--- src/rtl/manchester_rx.sv ---
// Oversampled Manchester receiver (IEEE 802.3 polarity): start bit '1' then 8 data bits, MSB first.
// Bit timing re-anchors on each mid-bit edge; a missing mid edge is flagged as a code violation.
module manchester_rx #(
    parameter int unsigned OVERSAMPLE = 16,
    parameter int unsigned CNT_W      = 8
) (
    input  logic       clk,
    input  logic       rst_n,
    input  logic       ena,
    input  logic       rx_in,
    output logic [7:0] data_out,
    output logic       data_valid,
    output logic       busy,
    output logic       err
);

    localparam logic [CNT_W-1:0] MID_LO = CNT_W'(3 * OVERSAMPLE / 4);
    localparam logic [CNT_W-1:0] MID_HI = CNT_W'(5 * OVERSAMPLE / 4);

    typedef enum logic {
        IDLE,
        DATA
    } state_t;

    state_t           state;
    logic [CNT_W-1:0] cnt;
    logic [2:0]       bitcnt;
    logic [7:0]       shift;
    logic             sync1;
    logic             sync2;
    logic             s_d;
    logic             line_edge;
    logic             rise;

    assign line_edge = sync2 ^ s_d;
    assign rise      = sync2 & ~s_d;

    always_ff @(posedge clk) begin
        if (!rst_n) begin
            state      <= IDLE;
            cnt        <= '0;
            bitcnt     <= '0;
            shift      <= '0;
            sync1      <= 1'b0;
            sync2      <= 1'b0;
            s_d        <= 1'b0;
            data_out   <= '0;
            data_valid <= 1'b0;
            busy       <= 1'b0;
            err        <= 1'b0;
        end else begin
            sync1      <= rx_in;
            sync2      <= sync1;
            s_d        <= sync2;
            data_valid <= 1'b0;
            err        <= 1'b0;
            if (!ena) begin
                state  <= IDLE;
                cnt    <= '0;
                bitcnt <= '0;
                shift  <= '0;
                busy   <= 1'b0;
            end else begin
                case (state)
                    IDLE: begin
                        // The start bit's mid rise anchors the first data cell.
                        if (rise) begin
                            cnt    <= '0;
                            bitcnt <= '0;
                            state  <= DATA;
                            busy   <= 1'b1;
                        end
                    end
                    DATA: begin
                        // An edge in the mid window wins over a coincident timeout.
                        if (line_edge && cnt >= MID_LO) begin
                            shift  <= {shift[6:0], sync2};
                            cnt    <= '0;
                            bitcnt <= bitcnt + 3'd1;
                            if (bitcnt == 3'd7) begin
                                data_out   <= {shift[6:0], sync2};
                                data_valid <= 1'b1;
                                state      <= IDLE;
                                busy       <= 1'b0;
                            end
                        end else if (cnt >= MID_HI) begin
                            err    <= 1'b1;
                            shift  <= '0;
                            cnt    <= '0;
                            bitcnt <= '0;
                            state  <= IDLE;
                            busy   <= 1'b0;
                        end else begin
                            cnt <= cnt + 1'b1;
                        end
                    end
                    default: state <= IDLE;
                endcase
            end
        end
    end

endmodule
--- config.mk ---
export PLATFORM = sky130hd
export DESIGN_NAME = manchester_rx
export DESIGN_NICKNAME = d
export VERILOG_FILES = /design/src/rtl/manchester_rx.sv
export SDC_FILE = /design/constraint.sdc
export NUM_CORES = 1
export LEC_CHECK = 0
export ABC_CLOCK_PERIOD_IN_PS = 4100
export BUFFER_PORTS_ARGS = -buffer_cell sky130_fd_sc_hd__buf_2
export CORE_ASPECT_RATIO = 0.8
export CORE_MARGIN = 1
export CORE_UTILIZATION = 49
export CTS_BUF_LIST = sky130_fd_sc_hd__clkbuf_16
export DETAILED_ROUTE_END_ITERATION = 16
export MAX_ROUTING_LAYER = met4
export PLACE_DENSITY = 0.67
export SYNTH_ARGS = -nofsm -noshare
export SYNTH_HDL_FRONTEND = slang
export SYNTH_SLANG_ARGS = --single-unit
--- constraint.sdc ---
create_clock -name clk -period 4.1 [get_ports clk]
set_clock_uncertainty 0.2 [all_clocks]
set_input_delay 0.615 -clock clk [delete_from_list [all_inputs] [get_ports clk]]
set_output_delay 0.615 -clock clk [all_outputs]
set_load 0.01 [all_outputs]
==> run_results.csv <==
group,metric,value,unit
run_status,status,"finished, final reports clean",
critical_path,cp-end-kind,"flip-flop",
global_route,grtUsageTotal,20.2,%
sta,drv_slew,0,
critical_path,r2r_setup_slack,1.95,ns
floorplan,row_count,16,
synthesis,syn-num-nets,141,
critical_path,reg2reg_depth,4,
critical_path,worstSetupPathType,"primary input to flip-flop",
critical_path,cp_data_required_time,4.12,ns
finish,final_common_cell,"dfxtp_1",
synthesis,syn_area_per_cell,10.1,µm²
global_route,grt_max_degree,22,
synthesis,ys_warn_count,0,
synthesis,syn_inst,132,
global_route,grt_pass1_vias,910,
clock_tree,cts_resized,0,
sta,finalCriticalPeriod,2.19,ns
clock_tree,cts_hold_buf,0,
synthesis,synth_top_area_cell,"dfxtp_1",
routing,antenna_left,0,
routing,vias_per_cell,5.20,
floorplan,core,2500,µm²
synthesis,ys_ff_latch,33,
finish,antenna_cells,0,
sta,finalHoldViolations,0,
pwr,leakagePower,0.592,nW
routing,wire_per_inst,12.8,µm
synthesis,synth_cell_types,31,
clock_tree,cts.sinks,33,
synthesis,yosysTopAreaCellShare,49.6,%
critical_path,start_kind,"primary input",
clock_tree,cts_max_path_buffers,2,
hold_path,worst_hold_startpoint,"sync1$_SDFF_PN0_",
hold_path,worstHoldEndpoint,"sync2$_SDFF_PN0_",
clock_tree,root_buffer,"clkbuf_16",
synthesis,synth_top_family_by_area,"compound AO/OA/AOI/OAI gates",
synthesis,synth.area.top_cells,"dfxtp_1 50%, a22o_1 5.9%, ha_1 4.7%",
sta,setup_ws,1.91,ns
critical_path,slowest_stage,"a211oi_2",
flow_run,cap_violations,0,
global_route,grt_pass1_wl,4.20,mm
clock_tree,insertion_delay,0.27,ns
routing,firstDrtPassIters,4,
placement,placed_area,1410,µm²
clock_tree,cts_buffers,5,
routing,wl,2.37,mm
finish,area_growth,16.1,%
critical_path,arrival,2.21,ns
finish,final_cell_mix,"33 x dfxtp_1, 14 x nand2_1, 14 x buf_2",
sta,fmax,457,MHz
synthesis,synth_seq_area_share,49.6,%
synthesis,synthXorXnorAreaFrac,3.29,%
placement,dp_hpwl,1.59,mm
floorplan,start_util,53.3,%
sta,rsz0062_at_grt,"false",
sta,slew_headroom,51.9,%
critical_path,r2r_start,"state$_SDFF_PN0_",
global_route,gr-total-overflow,0,
finish,final_cell_area,1550,µm²
pwr,peakVddDrop,0.000308,V
floorplan,fp.dieArea,2930,µm²
clock_tree,cts_setup_buffers,0,
synthesis,yosys-mux-area-fraction,0,%
placement,gp_congestion,0.763,
pwr,power.density,444,nW/µm²
critical_path,max_stage_delay,0.68,ns
sta,period_share,53.3,%
synthesis,synth_simple_gate_area_share,15.9,%
critical_path,crit_chain,"buf_2 -> nand3_1 -> a211oi_2 -> and3b_1 -> a211o_1",
critical_path,critPathMaxFanout,21,
hold_path,hp-class,"flip-flop to flip-flop",
clock_tree,clk_pin_slew_worst_paths,0.05,ns
routing,vias,962,
floorplan,fp.dieH,48.6,µm
floorplan,fp.dieW,60.3,µm
sta,worstMarginPinSlew,0.720,ns
synthesis,syn_area,1330,µm²
sta,setup_tns,0,ns
critical_path,worstReg2RegEnd,"busy$_SDFFE_PN0P_",
synthesis,synth-compound-area-share,22.3,%
hold_path,whs_path_depth,1,
clock_tree,cts.htree.levels,2,
placement,pre_cts_ws,1.67,ns
placement,io_buffers,14,
critical_path,startpoint,"rst_n",
sta,setup_viol,0,
finish,final_layout_size_suffix_gt1_share,19.5,%
routing,drc,0,
floorplan,io_pins,15,
routing,dr.first_iter.drc_count,42,
synthesis,synth_fa_ha_area_share,4.69,%
finish,nets,157,
global_route,antenna_found_initial,0,
clock_tree,cts_tree,"done",
==> cell families (layout without fill, tap and decap cells) <==
group                    after synthesis  count (layout)
XOR/XNOR                               5               5
adder cells (fa/ha/maj)                5               5
buffers and inverters                 10              27
AND/OR/NAND/NOR                       44              44
AO/OA/AOI/OAI                         35              35
flip-flops                            33              33
==> critical path, delay by kind of cell <==
kind | cells | cell delay [ns]
AOI/OAI and AO/OA | 2 | 0.78
buffers and inverters | 1 | 0.31
and+or+nand+nor | 2 | 0.51
==> where the power goes <==
part	switching (mW)	internal (mW)	leakage (nW)	total, mW
Combinational	0.0115	0.00498	0.257	0.0165
Clock	0.128	0.219	0.0687	0.347
Sequential	0.00165	0.323	0.266	0.325
==> sequential cells by signal, summed over array words and instances, names as in the netlist <==
signal	count
cnt	8
data_out	8
shift	7
bitcnt	3
busy	1
data_valid	1
err	1
s_d	1
state	1
sync1	1
sync2	1
==> routing by layer <==
layer	routed length [µm]	part of all wire, %	GRT usage (%)
met4	38	1.6	8.91
met5	0	0	-
met2	950	40	25.1
met1	1270	54	29.2
met3	104	4.4	6.68
==> worst max-delay path by stage <==
| stage | depth (start not counted) | endpoint | slack (ns) |
|---|---|---|---|
| 2_1_floorplan | 4 | busy$_SDFFE_PN0P_ | 2.42 |
| 3_3_place_gp | 5 | busy$_SDFFE_PN0P_ | 1.77 |
| 3_5_place_dp | 5 | busy$_SDFFE_PN0P_ | 1.67 |
| 4_1_cts | 5 | busy$_SDFFE_PN0P_ | 1.93 |
| 5_1_grt | 5 | busy$_SDFFE_PN0P_ | 1.76 |
| 6_report | 5 | busy$_SDFFE_PN0P_ | 1.91 |
==> cells in the mapped netlist <==
library cell / n
a211oi_2: 1
a21oi_4: 1
xnor2_1: 2
nand2_1: 14
o32a_2: 1
nand3_1: 10
and3b_1: 1
inv_1: 5
a211o_1: 1
nor2_1: 12
xor2_1: 3
o21ai_0: 8
ha_1: 5
o211ai_4: 1
and2_1: 4
o2111ai_1: 2
o31a_1: 1
a21oi_1: 1
nor3_4: 1
nor3b_1: 1
buf_2: 3
nand2b_1: 1
buf_6: 2
a211oi_1: 1
a21oi_2: 2
a311oi_1: 1
dfxtp_1: 33
a211oi_4: 1
o21ai_1: 3
o21a_2: 1
a22o_1: 9
==> area by class of cell <==
cell class | count | area (µm²)
clock buffers | 5 | 125
clock inverters | 3 | 12.5
fillers | 220 | 955
inverters | 5 | 18.8
multi-input cells | 89 | 616
flip-flops and latches | 33 | 661
well taps | 36 | 45.0
repair buffers | 14 | 70.1
==> metrics by stage <==
step                utilization [%]  hold WS [ns]  total power, mW  cells
floorplan                         -         0.212            0.343    132
global placement               56.4         0.216            0.347    177
detailed placement             56.4         0.241            0.347    177
CTS                            61.9         0.253            0.692    185
global route                   61.9         0.276            0.709    185
finish                         61.9         0.245            0.688    185
(Power assumes the default switching activity.)
